File: config.mk
export PLATFORM = sky130hd
export DESIGN_NAME = bin2bcd_seq
export DESIGN_NICKNAME = d
export VERILOG_FILES = /design/src/rtl/bin2bcd_pkg.sv /design/src/rtl/bcd_digit_adj.sv /design/src/rtl/bin2bcd_seq.sv
export SDC_FILE = /design/constraint.sdc
export NUM_CORES = 1
export LEC_CHECK = 0
export CORE_AREA = 10 10 131 133
export CTS_CLUSTER_DIAMETER = 100
export DETAILED_ROUTE_END_ITERATION = 10
export DIE_AREA = 0 0 141 143
export SETUP_SLACK_MARGIN = 0.5
export SLEW_MARGIN = 20
export SYNTH_ARGS = -nofsm -noshare
export SYNTH_HDL_FRONTEND = slang
export SYNTH_HIERARCHICAL = 1
export SYNTH_SLANG_ARGS = --single-unit
File: constraint.sdc
create_clock -name clk -period 1.98 [get_ports clk]
set_input_delay 0.198 -clock clk [delete_from_list [all_inputs] [get_ports clk]]
set_output_delay 0.198 -clock clk [all_outputs]
set_load 0.01 [all_outputs]
File: src/rtl/bin2bcd_pkg.sv
// Shared definitions for the sequential binary-to-BCD converter:
// FSM state encoding, the BCD saturation digit and a width helper.
package bin2bcd_pkg;

    typedef enum logic [1:0] {
        IDLE  = 2'd0,
        SHIFT = 2'd1,
        DONE  = 2'd2
    } state_t;

    localparam logic [3:0] BCD_NINE = 4'h9;

    // Number of bits needed to represent values 0 .. value-1.
    function automatic int clog2(input int value);
        int result;
        int v;
        result = 0;
        v      = value - 1;
        while (v > 0) begin
            result = result + 1;
            v      = v >> 1;
        end
        return result;
    endfunction

endpackage

File: src/rtl/bcd_digit_adj.sv
// Double-dabble digit correction: a BCD digit of 5 or more gets +3 so that
// the following left shift carries correctly into the next decimal digit.
module bcd_digit_adj (
    input  logic [3:0] digit,
    output logic [3:0] adjusted
);

    always_comb begin
        adjusted = digit;
        if (digit >= 4'd5) begin
            adjusted = digit + 4'd3;
        end
    end

endmodule

File: src/rtl/bin2bcd_seq.sv
// Sequential binary-to-BCD converter (shift-add-3), one input bit per clock,
// with a start/done handshake and saturation to all nines on overflow.
module bin2bcd_seq
    import bin2bcd_pkg::*;
#(
    parameter int BIN_W  = 32,
    parameter int DIGITS = 4
) (
    input  logic                  clk,
    input  logic                  rst_n,
    input  logic                  start,
    input  logic [BIN_W-1:0]      bin_in,
    output logic                  busy,
    output logic                  done,
    output logic [4*DIGITS-1:0]   bcd_out,
    output logic                  overflow
);

    localparam int BCD_W = 4 * DIGITS;
    localparam int CNT_W = clog2(BIN_W + 1);

    state_t             state;
    logic [BIN_W-1:0]   bin_sr;
    logic [BCD_W-1:0]   bcd_wr;
    logic [BCD_W-1:0]   bcd_adj;
    logic [CNT_W-1:0]   cnt;
    logic               ovf_acc;

    for (genvar g = 0; g < DIGITS; g++) begin : g_adj
        bcd_digit_adj u_adj (
            .digit    (bcd_wr[4*g +: 4]),
            .adjusted (bcd_adj[4*g +: 4])
        );
    end

    // The bit leaving the top digit after adjustment means the value no
    // longer fits in DIGITS decimal digits; it is remembered in ovf_acc.
    always_ff @(posedge clk or negedge rst_n) begin
        if (!rst_n) begin
            state    <= IDLE;
            busy     <= 1'b0;
            done     <= 1'b0;
            bcd_out  <= '0;
            overflow <= 1'b0;
            bin_sr   <= '0;
            bcd_wr   <= '0;
            cnt      <= '0;
            ovf_acc  <= 1'b0;
        end else begin
            done <= 1'b0;
            unique case (state)
                IDLE: begin
                    if (start) begin
                        bin_sr  <= bin_in;
                        bcd_wr  <= '0;
                        ovf_acc <= 1'b0;
                        cnt     <= CNT_W'(BIN_W);
                        busy    <= 1'b1;
                        state   <= SHIFT;
                    end
                end
                SHIFT: begin
                    bcd_wr  <= {bcd_adj[BCD_W-2:0], bin_sr[BIN_W-1]};
                    bin_sr  <= {bin_sr[BIN_W-2:0], 1'b0};
                    ovf_acc <= ovf_acc | bcd_adj[BCD_W-1];
                    cnt     <= cnt - 1'b1;
                    if (cnt == CNT_W'(1)) begin
                        state <= DONE;
                    end
                end
                DONE: begin
                    if (ovf_acc) begin
                        bcd_out  <= {DIGITS{BCD_NINE}};
                        overflow <= 1'b1;
                    end else begin
                        bcd_out  <= bcd_wr;
                        overflow <= 1'b0;
                    end
                    done  <= 1'b1;
                    busy  <= 1'b0;
                    state <= IDLE;
                end
                default: begin
                    busy  <= 1'b0;
                    state <= IDLE;
                end
            endcase
        end
    end

endmodule

Yosys cells after proc, flatten, opt, wreduce, memory -nomap -nowiden

Cells that the tools add are included.

Memories: 0
Input port bits: 35
Output and inout bits: 19
RAM bits: 0
Memory bits (read-only): 0
Bits in latches: 0
Bits in registers: 76
Logic and storage cells: 50

$lt $le $gt $ge: 4
Equality and inequality tests: 5
Div/mod/pow operators: 0
Reductions and logical operators: 5
Bitwise logic cells: 2
$mul: 0
Mux-type cells: 20
Shifts and indexed selects: 0
$add $sub $neg: 5

Operators by type and width:

| operator                                                               | count |
|---|---|
| 32-bit one-hot mux with 2 select lines                                 | 1 |
| 16-bit two-way mux                                                     | 2 |
| 32-bit two-way mux                                                     | 1 |
| 16-bit one-hot mux with 2 select lines                                 | 1 |
| 4-bit by 2-bit adder with 4-bit output (second input constant)         | 4 |
| 4-bit by 3-bit >= comparator with 1-bit output (second input constant) | 4 |
| 4-bit two-way mux                                                      | 4 |
| 6-bit one-hot mux with 2 select lines                                  | 1 |
| 6-bit by 1-bit == test with 1-bit output (second input constant)       | 1 |
| 6-bit two-way mux                                                      | 1 |
| 2-bit AND reduction                                                    | 3 |
| 6-bit by 1-bit subtractor with 6-bit output (second input constant)    | 1 |
| 1-bit two-way mux                                                      | 4 |
| 2-bit two-way mux                                                      | 2 |
| 2-bit != test (second input constant)                                  | 2 |
| 1-bit one-hot mux with 2 select lines                                  | 2 |
| 2-bit one-hot mux with 2 select lines                                  | 1 |
| 2-bit by 1-bit == test with 1-bit output (second input constant)       | 1 |
| 2-bit == test (second input constant)                                  | 1 |
| 2-bit logical NOT                                                      | 1 |
| 2-bit nonzero test                                                     | 1 |
| 1-bit NOT                                                              | 1 |
| 1-bit bitwise OR                                                       | 1 |

Depth between registers and ports, before layout

Depth in word-level cells: 4
Mapped depth: 6
Depth with buffers taken out: 6

Hierarchy

The synthesis kept the hierarchy.

Modules (own cells, without submodules):

| module        | sequential area each (um^2) | cells each | instances | area an instance (um^2) |
|---|---|---|---|---|
| bin2bcd_seq   | 1901.8                      | 298        | 1         | 3151.8 |
| bcd_digit_adj | 0.0                         | 16         | 4         | 101.3 |

Worst setup path after synthesis

OpenSTA, ideal clock, no wires.

Path kind: register to register
Start: register bcd_wr[8]
End: register bcd_wr[10]
Slack: 647 ps
Clock period less this slack: 1333 ps
Setup time: 121 ps
Data required time: 1859 ps
Cell stages (with the launch flop): 6
Buffers on the path: 0
Data arrival time: 1212 ps
Cells stage by stage: dfrtp_1 -> ha_1 -> nand2b_1 -> a21oi_2 -> mux2i_1 -> a22o_1

Word-level cells in the longest chain between the ends: 3
Elaborated cells between the ends (all ways): 4
Classes of those cells: add/sub: 1; order compare: 1; mux: 2

RTL lines:

| item                                                                                                     | RTL line                                 | RTL |
|---|---|---|
| start: declaration                                                                                       | bin2bcd_seq.sv:24                        | `logic [BCD_W-1:0] bcd_wr;` |
| start signal: assignment                                                                                 | bin2bcd_seq.sv:63                        | `bcd_wr <= {bcd_adj[BCD_W-2:0], bin_sr[BIN_W-1]};` |
| 4-bit by 2-bit adder with 4-bit output or 4-bit by 3-bit >= comparator with 1-bit output (tied branches) | bcd_digit_adj.sv:11, bcd_digit_adj.sv:10 |  |
| 4-bit two-way mux *                                                                                      | bcd_digit_adj.sv:10                      | `if (digit >= 4'd5) begin` |
| via bcd_adj[9]                                                                                           | bin2bcd_seq.sv:25                        | `logic [BCD_W-1:0] bcd_adj;` |
| 16-bit one-hot mux with 2 select lines *                                                                 | bin2bcd_seq.sv:51                        | `unique case (state)` |

The timed path passes the listed nets; every way through them passes the cells marked *.
A chain may end at the register's enable or synchronous reset.

Worst setup path after layout

Start: register bcd_wr[4]
End: register bcd_wr[6]

Same word-level chain as after synthesis.

==> qor.txt <==
Status -> finished, final reports clean
Initial Util -> 24.66%
CTS tree -> yes
Post-synth top flop -> dfrtp_1
Grt total ovfl -> 0
Area Growth Syn to Fin -> 33.77%
Library cells used by synthesis -> 32
GRT Total Usage -> 8.373%
Die Wd -> 141 um
Max-slew violations -> 0
Final wirelength -> 8.431 mm
Required time of the critical path -> 2250 ps
# DRC -> 0
Layout cells sized above 1 -> 12.94%
Power Total -> 7.056 mW
Synth Cell Area -> 3557 um2
Post-route ant nets -> 0
Cells after Synth -> 362
Vias per cell -> 4.593
Nets@finish -> 465
Worst vdd ir -> 0.0005118 V
Core footprint -> 14420 um2
Final GP Congestion -> 0.7773
Final min period -> 1427 ps
Max-Cap Viols -> 0
Tcrit/Tclk final -> 72.05%
Seq/Total Area, Yosys -> 53.46%
Crit Path Category -> flip-flop to flip-flop
Clock-pin slew on the worst setup and hold paths -> 60 ps
CTS H-tree lvls -> 3
I/O Pins -> 54
Slew @ Worst Pin -> 533.6 ps
Critical path startpoint category -> flip-flop
RSZ-0062 raised after global routing -> true
Post-Layout Cell Count -> 609
Fmax -> 0.7010 GHz
Clk buf depth -> 2
Final TNS setup -> 0 ps
Crit. End Element -> flip-flop
Initial antenna violation count -> 0
Root Buffer -> clkbuf_16
Dpl cells -> 584
Post-synth EDFFs -> 0
Slowest stage delay, CP -> 430 ps
Die H -> 143 um
Crit-path cells -> ha_1 -> nand2b_4 -> a21oi_2 -> mux2i_1 -> a22o_1
Die area -> 20160 um2
Highest-delay cell along the critical path -> dfrtp_2
Critical Path Fanout Max -> 5
Drt first pass iters -> 4
Synth Register Bits -> 76
# diodes -> 0
Final number of setup-violating endpoints -> 0
First-pass GRT wire length -> 14.12 mm
WL/cell -> 13.84 um
IO Port Bufs -> 53
Mean Syn Cell Area -> 9.826 um2
Clk sinks -> 76
Worst hold-check path type -> input port to async pin
Later-pin clock latency in the skew report -> 330 ps
Clock Skew -> 5.140 ps
Worst path arrival time -> 1700 ps
Async set-reset flop share out of synthesis -> 100.0%
DP Worst Slack -> 256.3 ps
Largest net degree at the start of global routing -> 45
Rel. slew slack -> 64.43%
DR vias -> 2797
Worst setup margin -> 553.4 ps
Row count -> 44
Final Hold Viols -> 0
Number of global-route vias before repair -> 2815
Pwr Density -> 1483 nW/um2
Hpwl dp -> 5.777 mm
Leak -> 2.049 nW
Syn. warnings -> 6
CTS buffer count -> 9
Post-Syn Nets -> 407
Initial DRC Count -> 196
[per-stage QoR]
| step | util, % | cell area (um2) | hold slack (ps) |
|---|---|---|---|
| 6_report | 32.99 | 4758 | 372.2 |
| 5_1_grt | 32.99 | 4758 | 403.2 |
| 4_1_cts | 32.36 | 4668 | 377.9 |
| 3_5_place_dp | 29.89 | 4312 | 196.1 |
| 3_3_place_gp | 29.89 | 4312 | 183.0 |
| 2_1_floorplan | - | 3557 | -97.59 |
[cells in the final DEF, fill, tap and decap left out, drive strengths merged, types with 2 or more instances in the layout]
cell and instances:
inv 12, dfrtp 76, nand2b 18, clkdlybuf4s50 50, xnor2 4, nand2 64
a21oi 6, ha 10, a22oi 31, buf 18, nor2 13, bufinv 2
and2 2, o21ai 60, mux2i 6, clkbuf 13, a22o 18, nor2b 5
[area by class of cell]
type,count,area (um2)
tap,184,230.2
multi-input combinational,249,1546
clock inverter,4,72.57
fill,1502,9666
sequential,76,1907
inverter,12,45.04
clock buffer,12,246.5
timing repair buffer,72,710.7
[flip-flops by register name, summed over array words and instances (netlist names)]
signal / count
cnt: 6
state: 2
bcd_wr: 16
ovf_acc: 1
bin_sr: 32
done: 1
busy: 1
overflow: 1
bcd_out: 16
[path summary, 6_finish.rpt]
kind	from	to	slack, ps	cells past startpoint
max	bcd_wr[4]	bcd_wr[6]	550	5
min	rst_n	bin_sr[21]	370	2
max reg2reg	bcd_wr[4]	bcd_wr[6]	550	5
min reg2reg	bcd_out[8]	bcd_out[8]	470	2
max in group asynchronous	rst_n	bin_sr[3]	1000	3
min in group clk	bcd_out[8]	bcd_out[8]	470	2
[worst max-delay path: cells and delay by family (launching register included)]
family	cells	cell delay, ps
AND/OR/NAND/NOR	1	140
AO/OA/AOI/OAI	2	350
flip-flops	1	430
adder cells (fa/ha/maj)	1	210
multiplexers	1	230
[repair_timing]
item,CTS,global route
gates resized for setup,8,16
cloned,1,1
endpoints found under the hold margin,34,0
endpoints found under the setup margin,32,33
buffers inserted,1,5
pin swaps,1,5
hold buffers,1,0
[cell usage after synthesis, types with 6 or more instances]
cell	n	area, um2
a22o_1	18	157.7
nand2_1	64	240.2
o21ai_0	56	280.3
a22oi_1	31	232.7
clkbuf_1	13	48.80
mux2i_1	6	60.06
dfrtp_1	76	1902
buf_2	8	40.04
nand2b_1	18	112.6
nor2_1	13	48.80
inv_1	12	45.04
ha_1	10	125.1
[where the power goes]
part           internal (mW)  total, mW  switching [mW]
Combinational           1.35       2.58            1.23
Clock                   1.14       1.76           0.621
Sequential              2.18       2.72           0.542
Total                   4.67       7.06            2.39
[layer usage]
metal	track usage, %	wire, um
met1	10.91	4116
met5	0	0
met3	3.748	586
met2	12.24	3665
met4	2.283	62
[cells by family (layout without fill, tap and decap cells)]
family | after synthesis | after routing | share of synthesized area, %
AO/OA/AOI/OAI | 118 | 118 | 21.49
XOR/XNOR | 4 | 4 | 0.9848
adder cells (fa/ha/maj) | 10 | 10 | 3.517
buffers and inverters | 37 | 100 | 4.397
flip-flops | 76 | 76 | 53.46
multiplexers | 7 | 7 | 2.005
AND/OR/NAND/NOR | 110 | 110 | 14.14
(Power assumes the default switching activity.)
